$ cat src/rtl/frame_ring_pkg.sv
// Shared types and helpers for the frame-ring buffer manager.
//
// Contents:
//   buf_state_e  - ownership state of one VRAM frame buffer
//   ring_state_e - renderer-side handshake FSM states
//   MAX_BUF      - largest supported ring size
//   lowestSetIdx - index of the least significant set bit in a MAX_BUF-wide mask
//
// Optional feature macro (used by frame_ring_ctrl): FRAME_RING_STATS_EN
package frame_ring_pkg;

  localparam int MAX_BUF   = 4;
  localparam int MAX_IDX_W = 2;

  typedef enum logic [1:0] {
    BUF_FREE    = 2'd0,
    BUF_WRITING = 2'd1,
    BUF_READY   = 2'd2,
    BUF_DISPLAY = 2'd3
  } buf_state_e;

  typedef enum logic [1:0] {
    RING_IDLE     = 2'd0,
    RING_WAIT_BUF = 2'd1,
    RING_RENDER   = 2'd2
  } ring_state_e;

  // Scan from the top down so the last hit is the lowest index.
  function automatic logic [MAX_IDX_W-1:0] lowestSetIdx(input logic [MAX_BUF-1:0] mask);
    logic [MAX_IDX_W-1:0] idx;
    idx = '0;
    for (int i = MAX_BUF - 1; i >= 0; i--) begin
      if (mask[i]) idx = MAX_IDX_W'(i);
    end
    return idx;
  endfunction

endpackage

$ cat src/rtl/frame_ring_pick.sv
// Combinational priority finder over a mask of candidate buffers.
//
// Ports:
//   mask  in  NUM_BUF  one bit per buffer, set when the buffer is a candidate
//   found out 1        at least one mask bit is set
//   idx   out IDX_W    index of the lowest set bit (0 when none set)
module frame_ring_pick
  import frame_ring_pkg::*;
#(
  parameter int NUM_BUF = 3,
  parameter int IDX_W   = 2
) (
  input  logic [NUM_BUF-1:0] mask,
  output logic               found,
  output logic [IDX_W-1:0]   idx
);

  logic [MAX_BUF-1:0] w_maskExt;

  // Widen to the package helper's fixed width; unused upper lanes stay clear.
  always_comb begin
    w_maskExt = '0;
    w_maskExt[NUM_BUF-1:0] = mask;
  end

  assign found = |mask;
  assign idx   = IDX_W'(lowestSetIdx(w_maskExt));

endmodule

$ cat src/rtl/frame_ring_ctrl.sv
// Frame-ring manager for NUM_BUF (2..4) VRAM frame buffers.
// Tracks per-buffer ownership (FREE/WRITING/READY/DISPLAY), hands free
// buffers to the renderer, promotes the newest completed frame to the
// display on each vsync_tick, and steers registered renderer writes to
// exactly one VRAM write port.
//
// Ports:
//   clk, rst                    system clock, synchronous active-high reset
//   vsync_tick                  1-cycle frame boundary pulse (clk domain)
//   render_start / render_done  renderer request / completion handshake
//   wr_en, wr_addr, wr_data     renderer pixel write
//   render_busy, render_stall   renderer holds a buffer / waits for one
//   back_idx, front_idx         buffer being written / displayed
//   swap_tick                   1-cycle pulse with each front_idx change
//   web, wr_addr_o, wr_data_o   registered one-hot enables + broadcast bus
//   drop_cnt, repeat_cnt        only with FRAME_RING_STATS_EN defined
//
// Optional macro: FRAME_RING_STATS_EN adds saturating drop/repeat counters.
module frame_ring_ctrl
  import frame_ring_pkg::*;
#(
  parameter int NUM_BUF = 3,
  parameter int ADDR_W  = 17,
  parameter int DATA_W  = 16,
  localparam int IDX_W  = (NUM_BUF > 1) ? $clog2(NUM_BUF) : 1
) (
  input  logic              clk,
  input  logic              rst,
  input  logic              vsync_tick,
  input  logic              render_start,
  input  logic              render_done,
  input  logic              wr_en,
  input  logic [ADDR_W-1:0] wr_addr,
  input  logic [DATA_W-1:0] wr_data,
  output logic              render_busy,
  output logic              render_stall,
  output logic [IDX_W-1:0]  back_idx,
  output logic [IDX_W-1:0]  front_idx,
  output logic              swap_tick,
  output logic [NUM_BUF-1:0] web,
  output logic [ADDR_W-1:0] wr_addr_o,
  output logic [DATA_W-1:0] wr_data_o
`ifdef FRAME_RING_STATS_EN
  ,
  output logic [15:0]       drop_cnt,
  output logic [15:0]       repeat_cnt
`endif
);

  buf_state_e         r_bufState [NUM_BUF];
  buf_state_e         w_bufStateNxt [NUM_BUF];
  ring_state_e        r_ringState, w_ringNxt;
  logic [IDX_W-1:0]   r_backIdx, w_backNxt;
  logic [IDX_W-1:0]   r_frontIdx, w_frontNxt;
  logic               r_swapTick, w_swapNxt;
  logic [NUM_BUF-1:0] r_web, w_webNxt;
  logic [ADDR_W-1:0]  r_wrAddr;
  logic [DATA_W-1:0]  r_wrData;

  logic [NUM_BUF-1:0] w_freeMask;
  logic [MAX_BUF-1:0] w_readyMaskExt;
  logic               w_freeFound, w_readyFound;
  logic [IDX_W-1:0]   w_freeIdx, w_readyIdx;
  logic               w_grant, w_doneFire, w_renderBusy;

  // Masks come from registered state only, so a buffer released this cycle
  // cannot be granted until the following cycle.
  always_comb begin
    w_freeMask     = '0;
    w_readyMaskExt = '0;
    for (int i = 0; i < NUM_BUF; i++) begin
      w_freeMask[i]     = (r_bufState[i] == BUF_FREE);
      w_readyMaskExt[i] = (r_bufState[i] == BUF_READY);
    end
  end

  frame_ring_pick #(
    .NUM_BUF (NUM_BUF),
    .IDX_W   (IDX_W)
  ) u_pick (
    .mask  (w_freeMask),
    .found (w_freeFound),
    .idx   (w_freeIdx)
  );

  assign w_readyFound = |w_readyMaskExt;
  assign w_readyIdx   = IDX_W'(lowestSetIdx(w_readyMaskExt));
  assign w_renderBusy = (r_ringState == RING_RENDER);
  assign w_doneFire   = w_renderBusy & render_done;

  // Renderer FSM plus buffer ownership transitions. A grant only happens
  // outside RENDER and a completion only inside it, so they never collide;
  // a grant also only touches a FREE buffer, never the swap participants.
  always_comb begin
    w_bufStateNxt = r_bufState;
    w_ringNxt     = r_ringState;
    w_backNxt     = r_backIdx;
    w_frontNxt    = r_frontIdx;
    w_swapNxt     = 1'b0;
    w_grant       = 1'b0;

    unique case (r_ringState)
      RING_IDLE: begin
        if (render_start) begin
          if (w_freeFound) w_grant = 1'b1;
          else             w_ringNxt = RING_WAIT_BUF;
        end
      end
      RING_WAIT_BUF: begin
        if (w_freeFound) w_grant = 1'b1;
      end
      RING_RENDER: begin
        if (render_done) w_ringNxt = RING_IDLE;
      end
      default: w_ringNxt = RING_IDLE;
    endcase

    if (w_grant) begin
      w_bufStateNxt[w_freeIdx] = BUF_WRITING;
      w_backNxt                = w_freeIdx;
      w_ringNxt                = RING_RENDER;
    end

    if (w_doneFire) begin
      // An older completed frame that was never shown is dropped.
      if (w_readyFound) w_bufStateNxt[w_readyIdx] = BUF_FREE;
      if (vsync_tick) begin
        // Completion on the frame boundary skips READY and is shown at once.
        w_bufStateNxt[r_frontIdx] = BUF_FREE;
        w_bufStateNxt[r_backIdx]  = BUF_DISPLAY;
        w_frontNxt                = r_backIdx;
        w_swapNxt                 = 1'b1;
      end else begin
        w_bufStateNxt[r_backIdx] = BUF_READY;
      end
    end else if (vsync_tick && w_readyFound) begin
      w_bufStateNxt[r_frontIdx] = BUF_FREE;
      w_bufStateNxt[w_readyIdx] = BUF_DISPLAY;
      w_frontNxt                = w_readyIdx;
      w_swapNxt                 = 1'b1;
    end
  end

  // A write coinciding with a done+vsync bypass would land in the buffer
  // that becomes front on the same edge, so that one write is suppressed
  // to keep the displayed buffer untouched.
  always_comb begin
    w_webNxt = '0;
    if (wr_en && w_renderBusy && !(w_doneFire && vsync_tick)) begin
      w_webNxt[r_backIdx] = 1'b1;
    end
  end

  always_ff @(posedge clk) begin
    if (rst) begin
      for (int i = 0; i < NUM_BUF; i++) begin
        r_bufState[i] <= (i == 0) ? BUF_DISPLAY : BUF_FREE;
      end
      r_ringState <= RING_IDLE;
      r_backIdx   <= '0;
      r_frontIdx  <= '0;
      r_swapTick  <= 1'b0;
      r_web       <= '0;
      r_wrAddr    <= '0;
      r_wrData    <= '0;
    end else begin
      r_bufState  <= w_bufStateNxt;
      r_ringState <= w_ringNxt;
      r_backIdx   <= w_backNxt;
      r_frontIdx  <= w_frontNxt;
      r_swapTick  <= w_swapNxt;
      r_web       <= w_webNxt;
      r_wrAddr    <= wr_addr;
      r_wrData    <= wr_data;
    end
  end

`ifdef FRAME_RING_STATS_EN
  logic [15:0] r_dropCnt, r_repeatCnt;
  logic        w_dropEvt, w_repeatEvt;

  assign w_dropEvt   = w_doneFire & w_readyFound;
  assign w_repeatEvt = vsync_tick & ~w_readyFound & ~w_doneFire;

  // Saturating event counters.
  always_ff @(posedge clk) begin
    if (rst) begin
      r_dropCnt   <= '0;
      r_repeatCnt <= '0;
    end else begin
      if (w_dropEvt && (r_dropCnt != 16'hFFFF))     r_dropCnt   <= r_dropCnt + 16'd1;
      if (w_repeatEvt && (r_repeatCnt != 16'hFFFF)) r_repeatCnt <= r_repeatCnt + 16'd1;
    end
  end

  assign drop_cnt   = r_dropCnt;
  assign repeat_cnt = r_repeatCnt;
`endif

  assign render_busy  = w_renderBusy;
  assign render_stall = (r_ringState == RING_WAIT_BUF);
  assign back_idx     = r_backIdx;
  assign front_idx    = r_frontIdx;
  assign swap_tick    = r_swapTick;
  assign web          = r_web;
  assign wr_addr_o    = r_wrAddr;
  assign wr_data_o    = r_wrData;

endmodule
$ cat config.mk
export PLATFORM = sky130hd
export DESIGN_NAME = frame_ring_ctrl
export DESIGN_NICKNAME = d
export VERILOG_FILES = /design/src/rtl/frame_ring_pkg.sv /design/src/rtl/frame_ring_pick.sv /design/src/rtl/frame_ring_ctrl.sv
export SDC_FILE = /design/constraint.sdc
export NUM_CORES = 1
export LEC_CHECK = 0
export CAP_MARGIN = 20
export CORE_ASPECT_RATIO = 0.5
export CORE_MARGIN = 10
export CORE_UTILIZATION = 40
export CTS_CLUSTER_DIAMETER = 200
export DETAILED_ROUTE_END_ITERATION = 10
export PLACE_DENSITY = 0.76
export SLEW_MARGIN = 25
export SYNTH_ARGS = -nofsm -noshare
export SYNTH_HDL_FRONTEND = slang
export SYNTH_SLANG_ARGS = --single-unit
$ cat constraint.sdc
create_clock -name clk -period 2.1 [get_ports clk]
set_clock_uncertainty 0.2 [all_clocks]
set_input_delay 0.21 -clock clk [delete_from_list [all_inputs] [get_ports clk]]
set_output_delay 0.21 -clock clk [all_outputs]
set_load 0.1 [all_outputs]
### After elaboration in Yosys (flattened, before gate mapping)

Cells that the tools add are included.

| operators by class | value |
|---|---|
| muxes and demuxes | 36 |
| order comparisons | 10 |
| bitwise operators | 20 |
| reduce and logical (&&, ||, !) cells | 22 |
| equal/unequal tests | 13 |

Operators by type and width:

| kind | count |
|---|---|
| two-way mux 6 bit | 6 |
| two-way mux 2 bit | 17 |
| AND 6 bit | 3 |
| demux 2 bit (select 2 bit) | 4 |
| greater-or-equal comparator 3 bit (second input constant) | 4 |
| < comparator 3 x 1 -> 1 bit (second input constant) | 4 |
| inverter 2 -> 3 bit | 4 |
| inverter 6 bit | 2 |
| OR 6 bit | 2 |
| logical AND 1 bit | 9 |
| inequality test 3 bit (second input constant) | 3 |
| == test 2 bit (second input constant) | 4 |
| logical NOT 2 bit | 4 |
| inequality test 2 bit (second input constant) | 4 |
| AND reduction 4 bit | 2 |
| AND 3 bit | 2 |
| two-way mux 1 bit | 6 |
| inverter 3 bit | 2 |
| OR 3 bit | 2 |
| one-hot mux 2 bit (3 select lines) | 1 |
| OR reduction 3 bit | 2 |
| OR reduction 2 bit | 2 |
| < comparator 2 x 3 -> 1 bit (second input constant) | 1 |
| demux 1 bit (select 2 bit) | 1 |
| 9 further kinds | 10 |

| word-level totals | value |
|---|---|
| bits of input ports | 39 |
| word-level logic and storage cells | 112 |
| flip-flop bits (word level) | 49 |

### Logic depth before layout (Yosys ltp)

| depth | value |
|---|---|
| depth in word-level cells | 19 |
| depth in mapped cells | 6 |
| mapped depth without buffers | 5 |

### Modules after synthesis

Synthesis repeated with hierarchy kept, for this count alone.

| second synthesis, totals | value |
|---|---|
| cell total of the unflattened synthesis | 186 |
| area, all modules | 1831.8 um2 |

Modules (own cells, without submodules):

| module | area an instance (um2) | sequential area each (um2) | times used | cells each |
|---|---|---|---|---|
| frame_ring_ctrl | 1811.7 | 980.9 | 1 | 183 |
| frame_ring_pick | 20.0 | 0.0 | 1 | 3 |

### Least setup slack after synthesis

OpenSTA, ideal clock, no wires.

| path | value |
|---|---|
| kind | register -> register |
| start | register r_ringState[1] |
| end | register r_bufState[3] (netlist name) |
| cell stages (with the launch flop) | 6 |
| arrival time | 1.972 ns |
| setup slack | -0.152 ns |
| buffers on the path | 0 |
| clock period less this slack | 2.252 ns |
| setup time | 0.080 ns |
| data required time | 1.820 ns |
| path through | dfxtp_1 nor2b_2 nand2_1 nand2_1 a2111oi_2 a211oi_2 |

| on the way | value |
|---|---|
| elaborated cells on any way between the ends | 17 |
| those cells by class | eq/ne (2); mux (7); bitwise (7); reduce/logical (1) |

RTL lines:

| element | RTL line | source |
|---|---|---|
| from (decl) | frame_ring_ctrl.sv:52 | `ring_state_e r_ringState, w_ringNxt;` |
| from (signal assigned) | frame_ring_ctrl.sv:168 | `r_ringState <= w_ringNxt;` |
| == test 2 bit | frame_ring_ctrl.sv:88 | `assign w_renderBusy = (r_ringState == RING_RENDER);` |
| via render_busy | frame_ring_ctrl.sv:35 | `output logic render_busy,` |
| AND 1 bit | frame_ring_ctrl.sv:89 | `assign w_doneFire = w_renderBusy & render_done;` |
| two-way mux 6 bit | frame_ring_ctrl.sv:124 | `if (w_doneFire) begin` |
| to (signal, indexed assignment) | frame_ring_ctrl.sv:157 | `r_bufState[i] <= (i == 0) ? BUF_DISPLAY : BUF_FREE;` |
| to (signal assigned) | frame_ring_ctrl.sv:167 | `r_bufState <= w_bufStateNxt;` |
| to (decl) | frame_ring_ctrl.sv:50 | `buf_state_e r_bufState [NUM_BUF];` |

The timed path passes the listed nets, and every way through them passes these cells. The select of a mux whose other input is x is not followed.
A chain may end at the register's enable or synchronous reset.

### Worst setup path in the final report

| path | value |
|---|---|
| start | register r_ringState[0] |
| end | register r_bufState[4] (netlist name) |

| on the way | value |
|---|---|
| longest elaborated chain between the ends | 10 |
| elaborated cells on any way between the ends | 17 |
| those cells by class | eq/ne (2); mux (7); bitwise (7); reduce/logical (1) |

Ends and longest elaborated chain:

| element | RTL line | source |
|---|---|---|
| == test 2 x 1 -> 1 bit / logical NOT 2 bit (equally long branches) | frame_ring_ctrl.sv:102 | `unique case (r_ringState)` |
| one-hot mux 1 bit (2 select lines) | frame_ring_ctrl.sv:102 |  |
| two-way mux 6 bit | frame_ring_ctrl.sv:118 | `if (w_grant) begin` |
| AND 6 bit (no line) | -- |  |
| two-way mux 6 bit | frame_ring_ctrl.sv:126 | `if (w_readyFound) w_bufStateNxt[w_readyIdx] = BUF_FREE;` |
| two-way mux 6 bit | frame_ring_ctrl.sv:124 |  |
| AND 6 bit (no line) | -- |  |
| OR 6 bit (no line) | -- |  |
| two-way mux 6 bit | frame_ring_ctrl.sv:127 | `if (vsync_tick) begin` |
| two-way mux 6 bit (*) | frame_ring_ctrl.sv:124 |  |

Every way passes the cells marked *; elsewhere a longest branch is shown, timed or not. The select of a mux whose other input is x is not followed.

==> metrics <==
number of sinks on the clock net just under 50; largest net degree at the start of global routing 27; aggregate global-route resource usage between 10% and 20%; Final Slew Violations 0; unrepaired setup endpoints after global routing no; power spent charging and discharging nets approximately 0.8 mW; Max Buffers Root-to-Sink 2; Max Clock Freq between 0.6 and 0.7 GHz; Placement Rows 16; Async SR Flop Fraction 0%; number of top-level design ports between 80 and 90; final antenna diode count 0; first-pass GRT wire length ~7.6 mm; relative max-transition margin 77.3%; number of instances in the synthesized netlist ~180; Setup Buffers After CTS 0; Slew @ Worst Pin between 0.3 and 0.4 ns; nets@finish between 300 and 400; power density over the cells between 800 and 900 mW/mm²; register clock-pin slew on the reported worst setup and hold paths around 0.09 ns; Max Cap Violations 0; data required time at the worst endpoint 2.09 ns; area overhead of the layout relative to synthesis 51.7%; Vias roughly 1500; total non-filler cell area in the finished layout 0.00269 mm²; most instantiated cells after synthesis 49 x sky130_fd_sc_hd__dfxtp_1, 35 x sky130_fd_sc_hd__nor2b_1, 15 x sky130_fd_sc_hd__nor2_1; ratio of routed vias to standard cells ~4.7; number of nets still failing antenna checks after routing 0; gp weighted congestion about 0.86; power share of the combinational group 27.8%; height of the chip 67.0 µm; number of DRC violations after detailed-routing iteration 0 57; CTS tree done; worst slack at placement approximately 0.18 ns; Seq pwr share around 44%; Final Hold Vio Count 0; Post-route DRC 0; syn nets 216; total number of yosys warnings 0; most frequently used cell type in the post-synthesis netlist sky130_fd_sc_hd__dfxtp_1; setup total negative slack 0 ns; fin crit share about three quarters; Clk network pwr share between 20% and 30%; largest area contributor in the synthesized netlist sky130_fd_sc_hd__dfxtp_1; final worst-path setup slack just under 0.5 ns; portion of synthesized cell area occupied by the leading cell type 55.4%; initial antenna violation count 0; post-synthesis sequential area ratio 55.4%; cts-stage hold buffer count 0; largest fanout of any net on the critical path 9; worst min-delay path class in2reg; outcome finished, final reports clean; share of post-route cells with drive strength above 1 between 20% and 30%; IR Drop Worst-Case VDD roughly 0.6 mV; hpwl dp 3.79 mm; CTS resizes 0; type of element capturing the critical path register; register bit total from synthesis 49; global route total overflow 0; Max H-tree Level 2; buffers added on ports about 80; fraction of power spent switching nets 34.5%; starting utilization of the core area between 40% and 50%; clock latency of the later-clocked register in the worst-skew pair approximately 0.30 ns; via count of the first global-routing pass ~1500; Synth Flop Type sky130_fd_sc_hd__dfxtp_1; die area ~0.0076 mm²; instance area after placement roughly 0.0026 mm²; Inserted Clock Buffers 5; count of flip-flops with a built-in enable after synthesis 0; ranking of synthesized cells by area sky130_fd_sc_hd__dfxtp_1 55%, sky130_fd_sc_hd__nor2b_1 12%, sky130_fd_sc_hd__nor2_1 3.2%, sky130_fd_sc_hd__nand2_1 2.1%, sky130_fd_sc_hd__a21oi_1 1.7%; CP startpoint kind register; Die W about 110 µm; critical path class reg2reg; synthesized cell area approximately 0.0018 mm²; internal power between 1.5 and 2 mW; total power 2.36 mW; final critical-path required period about 1.6 ns; Root Buffer sky130_fd_sc_hd__clkbuf_8; number of optimization iterations in the first detailed-route pass 4; core area just over 0.004 mm²; Detailed Route WL approximately 4.7 mm; arrival time of the worst setup path around 1.6 ns; number of unique standard cell types used by synthesis between 40 and 50; leakage power total around 1.1 nW; wire per inst 14.9 µm; average cell area after synthesis ~10 µm²; Finish-stage setup viols 0
stage by stage:
| stage | std cells | utilization (%) | hold slack, ns |
|---|---|---|---|
| after floorplan | 177 | - | 0.138 |
| after global placement | 310 | 63.0 | 0.367 |
| after detailed placement | 310 | 63.0 | 0.371 |
| after CTS | 318 | 65.7 | 0.235 |
| after global routing | 318 | 65.7 | 0.231 |
| final | 318 | 65.7 | 0.248 |
state kept, by name (all words and copies together) (netlist names):
name,flops
back_idx,2
swap_tick,1
front_idx,2
web,3
r_bufState,6
wr_addr_o,17
wr_data_o,16
r_ringState,2
power groups by stage:
stage / registers [mW] / clock network (mW) / logic, mW
2_1_floorplan: 1.35 / 0 / 0.166
3_3_place_gp: 1.04 / 0 / 0.653
3_5_place_dp: 1.05 / 0 / 0.657
4_1_cts: 1.03 / 0.694 / 0.659
5_1_grt: 1.03 / 0.738 / 0.686
6_report: 1.03 / 0.674 / 0.655
placed cells by master (no fill, tap or decap), drive strengths merged, types with 2 or more instances in the layout:
cell type | synthesis | routed
dfxtp | 49 | 49
buf | 2 | 48
clkdlybuf4s50 | 0 | 38
nor2b | 36 | 36
nor2 | 16 | 16
nand2 | 11 | 11
nor3 | 8 | 8
a21oi | 7 | 7
o21ai | 7 | 7
clkbuf | 5 | 6
nand2b | 6 | 6
a211oi | 3 | 3
o22ai | 2 | 2
inv | 2 | 2
or2 | 2 | 2
nand4 | 2 | 2
a31oi | 2 | 2
o21bai | 2 | 2
and3b | 2 | 2
nand3 | 2 | 2
routing by layer:
layer | routed length, µm | GRT usage [%] | vias up | share of wire, %
met1 | 1800 | 12.9 | 693 | 38
met3 | 351 | 4.83 | 5 | 7.4
met2 | 2530 | 22.3 | 43 | 53
met5 | 0 | 0 | - | 0
met4 | 59 | 5.12 | 0 | 1.2
li1 | - | - | 763 | -
critical path: stages (launching register included):
cell and delay (ns):
sky130_fd_sc_hd__dfxtp_1 0.37, sky130_fd_sc_hd__and3b_2 0.37, sky130_fd_sc_hd__o21ai_0 0.17, sky130_fd_sc_hd__a311oi_1 0.29
sky130_fd_sc_hd__o31ai_1 0.11
logic make-up after synthesis:
logic type | share of synthesized area, %
multiplexers | 0.565
AND/OR/NAND/NOR | 30.3
flip-flops | 55.4
buffers and inverters | 2.54
AO/OA/AOI/OAI | 11.2
area by class of cell:
type,instances,area (µm²)
well taps,54,67.6
repair buffers,86,766
multi-input cells,119,752
fillers,339,1400
inverters,2,7.51
flip-flops and latches,49,981
clock buffers,6,72.6
clock inverters,2,38.8
worst paths after layout:
kind	start	endpoint	slack [ns]	depth (start not counted)
setup / recovery	r_ringState[0]$_SDFFE_PP0P_	r_bufState[4]$_SDFF_PP1_	0.48	4
hold / removal	wr_addr[12]	wr_addr_o[12]$_SDFF_PP0_	0.25	2
setup reg to reg	r_ringState[0]$_SDFFE_PP0P_	r_bufState[4]$_SDFF_PP1_	0.48	4
hold reg to reg	r_bufState[3]$_SDFF_PP0_	r_bufState[3]$_SDFF_PP0_	0.38	2
(Power assumes the default switching activity.)
